`src/rtl/imm_extend_pipe.sv`:
```
// Registered immediate extender for the decode stage. A two-entry skid buffer sits behind a
// valid/ready handshake, and a destination tag travels with each result.
module imm_extend_pipe #(
  parameter int unsigned IN_W  = 16,
  parameter int unsigned OUT_W = 32,
  parameter int unsigned TAG_W = 5
) (
  input  logic             Clk,
  input  logic             Rst,
  input  logic             InValid,
  output logic             InReady,
  input  logic [IN_W-1:0]  In,
  input  logic [1:0]       Mode,
  input  logic [TAG_W-1:0] InTag,
  output logic             OutValid,
  input  logic             OutReady,
  output logic [OUT_W-1:0] Out,
  output logic [TAG_W-1:0] OutTag
);

  typedef enum logic [1:0] {StEmpty, StOne, StTwo} state_e;

  state_e           state_q, state_d;
  logic [OUT_W-1:0] main_q, main_d, skid_q, skid_d;
  logic [TAG_W-1:0] main_tag_q, main_tag_d, skid_tag_q, skid_tag_d;
  logic             in_ready_q, in_ready_d;
  logic             accept, pop;
  logic [OUT_W-1:0] sext, ext;

  assign accept = InValid & in_ready_q;
  assign pop    = OutValid & OutReady;

  assign sext = {{(OUT_W-IN_W){In[IN_W-1]}}, In};

  // The final result is formed before capture so Out is a straight register output.
  always_comb begin
    ext = '0;
    case (Mode)
      2'b00:   ext = {{(OUT_W-IN_W){1'b0}}, In};
      2'b01:   ext = sext;
      2'b10:   ext = {In, {(OUT_W-IN_W){1'b0}}};
      2'b11:   ext = {sext[OUT_W-3:0], 2'b00};
      default: ext = '0;
    endcase
  end

  always_comb begin
    state_d    = state_q;
    main_d     = main_q;
    main_tag_d = main_tag_q;
    skid_d     = skid_q;
    skid_tag_d = skid_tag_q;
    unique case (state_q)
      StEmpty: begin
        if (accept) begin
          state_d    = StOne;
          main_d     = ext;
          main_tag_d = InTag;
        end
      end
      StOne: begin
        if (accept && !pop) begin
          state_d    = StTwo;
          skid_d     = ext;
          skid_tag_d = InTag;
        end else if (accept && pop) begin
          main_d     = ext;
          main_tag_d = InTag;
        end else if (pop) begin
          state_d = StEmpty;
        end
      end
      StTwo: begin
        // InReady is low here, so only a pop can happen.
        if (pop) begin
          state_d    = StOne;
          main_d     = skid_q;
          main_tag_d = skid_tag_q;
        end
      end
      default: state_d = StEmpty;
    endcase
    in_ready_d = (state_d != StTwo);
  end

  always_ff @(posedge Clk) begin
    if (Rst) begin
      state_q    <= StEmpty;
      main_q     <= '0;
      main_tag_q <= '0;
      skid_q     <= '0;
      skid_tag_q <= '0;
      in_ready_q <= 1'b1;
    end else begin
      state_q    <= state_d;
      main_q     <= main_d;
      main_tag_q <= main_tag_d;
      skid_q     <= skid_d;
      skid_tag_q <= skid_tag_d;
      in_ready_q <= in_ready_d;
    end
  end

  assign InReady  = in_ready_q;
  assign OutValid = (state_q != StEmpty);
  assign Out      = main_q;
  assign OutTag   = main_tag_q;

endmodule

```
`config.mk`:
```
export PLATFORM = sky130hd
export DESIGN_NAME = imm_extend_pipe
export DESIGN_NICKNAME = d
export VERILOG_FILES = /design/src/rtl/imm_extend_pipe.sv
export SDC_FILE = /design/constraint.sdc
export NUM_CORES = 1
export LEC_CHECK = 0
export ABC_AREA = 0
export BUFFER_PORTS_ARGS = -buffer_cell sky130_fd_sc_hd__buf_2
export CAP_MARGIN = 20
export CORE_UTILIZATION = 50
export CTS_BUF_LIST = sky130_fd_sc_hd__clkbuf_8
export CTS_CLUSTER_SIZE = 40
export DETAILED_ROUTE_END_ITERATION = 16
export GPL_TIMING_DRIVEN = 0
export MAX_ROUTING_LAYER = met4
export PLACE_DENSITY = 0.74
export SLEW_MARGIN = 20
export SYNTH_ARGS = -nofsm -noshare
export SYNTH_HDL_FRONTEND = slang
export SYNTH_SLANG_ARGS = --single-unit
```
`constraint.sdc`:
```
create_clock -name Clk -period 1.8 [get_ports Clk]
set_input_delay 0 -clock Clk [delete_from_list [all_inputs] [get_ports Clk]]
set_output_delay 0 -clock Clk [all_outputs]
set_load 0.02 [all_outputs]
```
==> results of run 1 <==
critical path: cells and delay by family (launching register included):
kind            cells  cell delay [ps]
buf+inv             2              360
flops               1              360
simple gates        2              250
compound gates      2              610
sequential cells by signal, indices dropped and copies added, names as in the netlist:
signal      cells
skid_q         32
OutTag          5
skid_tag_q      5
InReady         1
Out            32
state_q         2
cell families (layout without fill, tap and decap cells):
| logic type | after synthesis | after routing |
|---|---|---|
| simple gates | 113 | 113 |
| flops | 77 | 77 |
| buf+inv | 35 | 124 |
| mux | 11 | 11 |
| compound gates | 136 | 136 |
metrics by stage:
step / hold WS [ps] / cells / total power (W) / instance area (um2)
2_1_floorplan: 89.9 / 372 / 0.00229 / 3250
3_3_place_gp: 257 / 512 / 0.00248 / 3670
3_5_place_dp: 259 / 512 / 0.00249 / 3670
4_1_cts: 56.4 / 534 / 0.00375 / 3930
5_1_grt: 65.3 / 536 / 0.00391 / 3950
6_report: 72.0 / 536 / 0.00374 / 3950
cells in the mapped netlist, drive strengths merged (2+ instances only):
master	n
o21a	2
a21oi	64
nand2	16
clkbuf	16
a211oi	38
nor2	69
mux2i	10
nor2b	18
buf	18
a22o	29
nand2b	2
dfxtp	77
and2	2
placed cells by master, fill, tap and decap left out, types with 4 or more instances in the layout:
cell and count:
a211oi_1 38, a21oi_1 64, a22o_1 29, buf_2 72
buf_4 5, clkbuf_1 16, clkbuf_4 4, clkbuf_8 10
dfxtp_1 77, dlygate4sd3_1 7, mux2i_1 10, nand2_1 15
nor2_1 68, nor2b_1 17
worst paths after layout:
check        cells past startpoint                         end                       start
min                              4      skid_q[0]$_SDFFE_PP0P_                       In[0]
min reg2reg                      2  skid_tag_q[3]$_SDFFE_PP0P_  skid_tag_q[3]$_SDFFE_PP0P_
max                              6        Out[21]$_SDFFE_PP0P_       state_q[0]$_SDFF_PP0_
max reg2reg                      6        Out[21]$_SDFFE_PP0P_       state_q[0]$_SDFF_PP0_
layer usage:
| metal | wire length, um | up-vias |
|---|---|---|
| met5 | 0 | - |
| met3 | 377 | 16 |
| met4 | 187 | 0 |
| met2 | 3690 | 91 |
| li1 | - | 1486 |
| met1 | 3840 | 1392 |
where the power goes:
group          leakage (nW)  total (W)  switching [W]  internal, W
sequential            0.629    0.00185      0.0000503      0.00180
combinational          1.01   0.000622       0.000375     0.000247
clock                 0.103    0.00127       0.000604     0.000663
area by class of cell:
class	instances	area, um2	area share
flip-flops and latches	77	1540	0.390
clock inverters	5	52.6	0.0133
repair buffers	74	410	0.104
plain buffers	34	180	0.0456
inverters	1	3.75	0.000949
well taps	75	93.8	0.0237
multi-input cells	260	1530	0.388
clock buffers	10	138	0.0348
timing repair:
action                                  CTS  global route
resized for setup                         0             6
endpoints found under the setup margin    0            36
endpoints found under the hold margin     8             0
setup buffers                             0             2
hold buffers                              7             0
==> run_results.csv, run 1 <==
group,metric,value,unit
status,status,"complete, no violations",
timing,hold_viol,0,
grt,grt_use_met2,0.396,
timing,max_freq,593,MHz
grt,gr-total-overflow,0,
logic_synthesis,synthFlopType,"dfxtp_1",
timing,drv_slew,0,
timing,clock-skew-final,7.09,ps
timing,post-route-period-util,0.936,
critical_path,path_class,"reg -> reg",
logic_synthesis,synthCells,372,
grt,track_usage,0.261,
critical_path,crit_required,2040,ps
grt,grt_busiest_layer,"met2",
drt,drc_errors,0,
cells_and_area,nFillCells,572,
power_and_ir_drop,p_per_area,947,nW/um2
placement,io_buffer_count,65,
cells_and_area,diodes,0,
critical_path,cp_max_fo,10,
run,drv_cap,0,
placement,hpwl,5870,um
clocking,cts_tree,"yes",
die,fp.dieW,82.6,um
critical_path,slowest_stage,"o31ai_4",
logic_synthesis,synth_top_area_frac,0.475,
logic_synthesis,synth_largest_area_cell,"dfxtp_1",
drt,wire_per_inst,15.1,um
grt,grt_pass1_wl,12700,um
timing,layout_min_cycle_time,1690,ps
critical_path,path_cells,"nor2b_2, o31ai_4, nor2_2, buf_2, buf_6, a22o_1",
timing,final-setup-viol-count,0,
logic_synthesis,synth_mux_area_frac,0.0343,
timing,rsz0062_at_grt,"no",
die,dieArea,6820,um2
placement,place_ws,81.0,ps
drt,drtPass1Iterations,5,
grt,use_met1,0.336,
clocking,clkLatencyLatePin,350,ps
grt,grt_max_degree,13,
power_and_ir_drop,vdd.ir_drop.worst,0.752,mV
logic_synthesis,syn-cell-area,3250,um2
logic_synthesis,synthTopCellsByArea,"dfxtp_1, a21oi_1, a211oi_1",
critical_path,critPathMaxStageDelay,380,ps
logic_synthesis,yosys.area_share.simple,0.157,
logic_synthesis,ys_warn_count,0,
logic_synthesis,synth_edf_count,0,
clocking,cts_buffers,9,
logic_synthesis,ys_seq_elements,77,
die,fp.coreArea,6100,um2
clocking,clock-sinks,77,
cells_and_area,fin_nets,484,
die,rows,28,
grt,antenna_found_initial,0,
hold_path,hp-class,"in -> reg",
drt,vias_per_cell,5.57,
timing,tns,0,ps
clocking,clockRootBuffer,"clkbuf_8",
cells_and_area,area_growth,21.8,%
logic_synthesis,synth_xor_area_frac,0,
drt,antenna_left,0,
logic_synthesis,synthAdderAreaFrac,0,
die,start_util,0.533,
logic_synthesis,synth_cell_types,30,
logic_synthesis,synth_top_family_by_area,"compound AO/OA/AOI/OAI gates",
clocking,clock_path_buffers,2,
grt,use_met3,0.0462,
placement,place.gp.congestion,0.909,
logic_synthesis,synth-compound-area-share,0.281,
cells_and_area,drive_above_1_share,0.230,
power_and_ir_drop,p_leak,1.74,nW
cells_and_area,utilization,0.649,
timing,worst_slack,115,ps
logic_synthesis,seq_area_frac_synth,0.475,
clocking,path_clk_slew,80,ps
critical_path,worstSetupEndpointType,"flop",
logic_synthesis,postSynthAreaPerCell,8.73,um2
logic_synthesis,async_flop_share,0,
drt,dr.first_iter.drc_count,171,
timing,maxSlewHeadroom,0.657,
logic_synthesis,syn_nets,399,
clocking,htreeDepth,3,
critical_path,worst_ep_arrival_time,1930,ps
critical_path,r2r_setup_slack,110,ps
drt,drt-total-wl,8090,um
critical_path,critPathLaunchType,"flop",
grt,grt_pass1_vias,2699,
drt,num_vias,2985,
timing,worst_pin_slew,514,ps
die,ios,66,
die,die_h,82.6,um
Power figures use the tool's default switching activity.
==> run 2, diff against run 1 <==
--- a/config.mk
+++ b/config.mk
@@ -9,7 +9,7 @@
 export BUFFER_PORTS_ARGS = -buffer_cell sky130_fd_sc_hd__buf_2
 export CAP_MARGIN = 20
 export CORE_UTILIZATION = 50
-export CTS_BUF_LIST = sky130_fd_sc_hd__clkbuf_8
+export CTS_BUF_LIST = sky130_fd_sc_hd__clkbuf_2 sky130_fd_sc_hd__clkbuf_4 sky130_fd_sc_hd__clkbuf_8
 export CTS_CLUSTER_SIZE = 40
 export DETAILED_ROUTE_END_ITERATION = 16
 export GPL_TIMING_DRIVEN = 0
==> constraint.sdc (replaced) <==
create_clock -name Clk -period 1.7 [get_ports Clk]
set_input_delay 0 -clock Clk [delete_from_list [all_inputs] [get_ports Clk]]
set_output_delay 0 -clock Clk [all_outputs]
set_load 0.02 [all_outputs]
==> run_results.csv, run 2 (synthesis results as in run 1) <==
group,metric,value,unit
cells_and_area,fin_nets,484,
cells_and_area,diodes,0,
timing,layout_min_cycle_time,1610,ps
timing,clock-skew-final,8.47,ps
cells_and_area,nFillCells,571,
timing,post-route-period-util,0.948,
timing,hold_viol,0,
timing,final-setup-viol-count,0,
drt,antenna_left,0,
drt,drtPass1Iterations,5,
critical_path,r2r_setup_slack,90,ps
drt,met3_length,416,um
die,rows,28,
hold_path,holdPathStages,4,
critical_path,rr_worst_depth,7,
clocking,clockRootBuffer,"clkbuf_8",
hold_path,hp-class,"in -> reg",
drt,drc_errors,0,
grt,grt_pass1_wl,12800,um
die,dieArea,6820,um2
drt,wire_per_inst,15.1,um
hold_path,min_from,"In[0]",
placement,io_buffer_count,65,
power_and_ir_drop,clkPwrFrac,0.343,
die,ios,66,
critical_path,worstReg2RegEnd,"Out[2]$_SDFFE_PP0P_",
critical_path,crit_required,1940,ps
timing,max_freq,621,MHz
critical_path,timing.rr.start,"state_q[1]$_SDFF_PP0_",
cells_and_area,final_common_cell,"dfxtp_1",
power_and_ir_drop,p_leak,1.75,nW
power_and_ir_drop,power_frac_comb,0.166,
clocking,htreeDepth,3,
placement,hpwl,5870,um
critical_path,path_cells,"buf_4, nand2b_1, buf_2, clkbuf_4, clkbuf_4, a21oi_1, a22o_1",
critical_path,slowest_stage,"dfxtp_1",
drt,top_layer,"met4",
clocking,clock-sinks,77,
die,start_util,0.533,
cells_and_area,drive_above_1_share,0.241,
cells_and_area,instances_no_fill,536,
die,fp.coreArea,6100,um2
run,drv_cap,0,
critical_path,cp_max_fo,10,
clocking,cts_tree,"yes",
timing,maxSlewHeadroom,0.664,
drt,drt-total-wl,8110,um
timing,timing.hold.ws,66.4,ps
critical_path,worstSetupEndpointType,"flop",
power_and_ir_drop,internal_power,0.00290,W
placement,dpl.cell_count,512,
grt,grt_max_degree,13,
grt,grt_pass1_vias,2714,
power_and_ir_drop,power.share.switching,0.275,
power_and_ir_drop,p_per_area,1010,nW/um2
placement,place.gp.congestion,0.909,
power_and_ir_drop,vdd.ir_drop.worst,0.797,mV
clocking,path_clk_slew,80,ps
cells_and_area,area_growth,22.3,%
clocking,clock_path_buffers,2,
power_and_ir_drop,power.switching,0.00110,W
cells_and_area,final_cell_mix,"dfxtp_1, buf_2, nor2_1, a21oi_1, a211oi_1",
hold_path,holdPathEnd,"skid_q[0]$_SDFFE_PP0P_",
clocking,cts_buffers,9,
power_and_ir_drop,pwr-share-seq,0.492,
status,status,"complete, no violations",
critical_path,path_class,"reg -> reg",
drt,num_vias,3015,
timing,tns,0,ps
timing,worst_pin_slew,505,ps
drt,vias_per_cell,5.63,
drt,wl_met2,3780,um
die,fp.dieW,82.6,um
timing,rsz0062_at_grt,"no",
critical_path,cpMostUsedCell,"clkbuf_4",
timing,drv_slew,0,
critical_path,worst_ep_arrival_time,1860,ps
grt,track_usage,0.262,
drt,wl_met1,3730,um
grt,antenna_found_initial,0,
die,die_h,82.6,um
critical_path,critPathMaxStageDelay,310,ps
drt,dr.first_iter.drc_count,164,
grt,gr-total-overflow,0,
critical_path,critPathLaunchType,"flop",
clocking,clkLatencyLatePin,350,ps
==> run 2: changes by cell type in the layout (fill, tap and decap cells not counted), sizes merged <==
cell / previous run / this run
buf: 79 / 81
inv: 2 / 1
clkbuf: 32 / 31
==> run 2: worst max-delay path by stage <==
stage | from | end | slack, ps | cells past startpoint
CTS | state_q[0]$_SDFF_PP0_ | Out[2]$_SDFFE_PP0P_ | 0.5 | 6
floorplan | InReady$_SDFF_PP1_ | Out[13]$_SDFFE_PP0P_ | 50 | 6
finish | state_q[1]$_SDFF_PP0_ | Out[2]$_SDFFE_PP0P_ | 90 | 7
detailed placement | InReady$_SDFF_PP1_ | skid_q[28]$_SDFFE_PP0P_ | -20 | 5
global route | InReady$_SDFF_PP1_ | skid_q[30]$_SDFFE_PP0P_ | 0.1 | 6
global placement | state_q[0]$_SDFF_PP0_ | Out[21]$_SDFFE_PP0P_ | 20 | 6
==> run 2: what timing repair did <==
item,in CTS,in global routing
hold buffers,7,0
setup buffers,2,0
pin swaps,1,0
endpoints found under the hold margin,8,0
setup endpoints to repair,15,56
gates cloned,0,0
resized for setup,2,14
==> run 2: cell type report <==
class                           instances  area, um2  area share
Clock inverter                          4       48.8      0.0123
Clock buffer                           11        145      0.0365
Buffer                                 34        186      0.0469
Timing Repair Buffer                   74        410       0.103
Sequential cell                        77       1540       0.388
Inverter                                1       3.75    0.000945
Multi-Input combinational cell        260       1540       0.388
Tap cell                               75       93.8      0.0236
==> run 2: power by group through the flow <==
stage / Combinational, W / Sequential [W] / Clock, W
after floorplan: 0.000344 / 0.00208 / 0
after global placement: 0.000623 / 0.00200 / 0
final: 0.000662 / 0.00196 / 0.00137
after global routing: 0.000725 / 0.00198 / 0.00146
after CTS: 0.000654 / 0.00196 / 0.00138
after detailed placement: 0.000631 / 0.00201 / 0
==> run 2: through the flow <==
stage / setup WS, ps / utilization / total power, W / instance area, um2
4_1_cts: 0.518 / 0.648 / 0.00400 / 3950
5_1_grt: 0.102 / 0.651 / 0.00417 / 3970
3_5_place_dp: -19.0 / 0.601 / 0.00264 / 3670
6_report: 89.1 / 0.651 / 0.00400 / 3970
3_3_place_gp: 17.0 / 0.601 / 0.00262 / 3670
2_1_floorplan: 52.5 / - / 0.00243 / 3250
==> run 2: layer usage <==
layer / track usage / up-vias
met2: 0.399 / 90
met4: 0.122 / 0
met1: 0.339 / 1421
met5: - / -
met3: 0.0451 / 15
li1: - / 1489
==> run 2: worst max-delay path, delay by kind of cell (launching register included) <==
| family | cells | cell delay, ps |
|---|---|---|
| buffers and inverters | 4 | 790 |
| AO/OA/AOI/OAI | 2 | 330 |
| flip-flops | 1 | 310 |
| AND/OR/NAND/NOR | 1 | 70 |
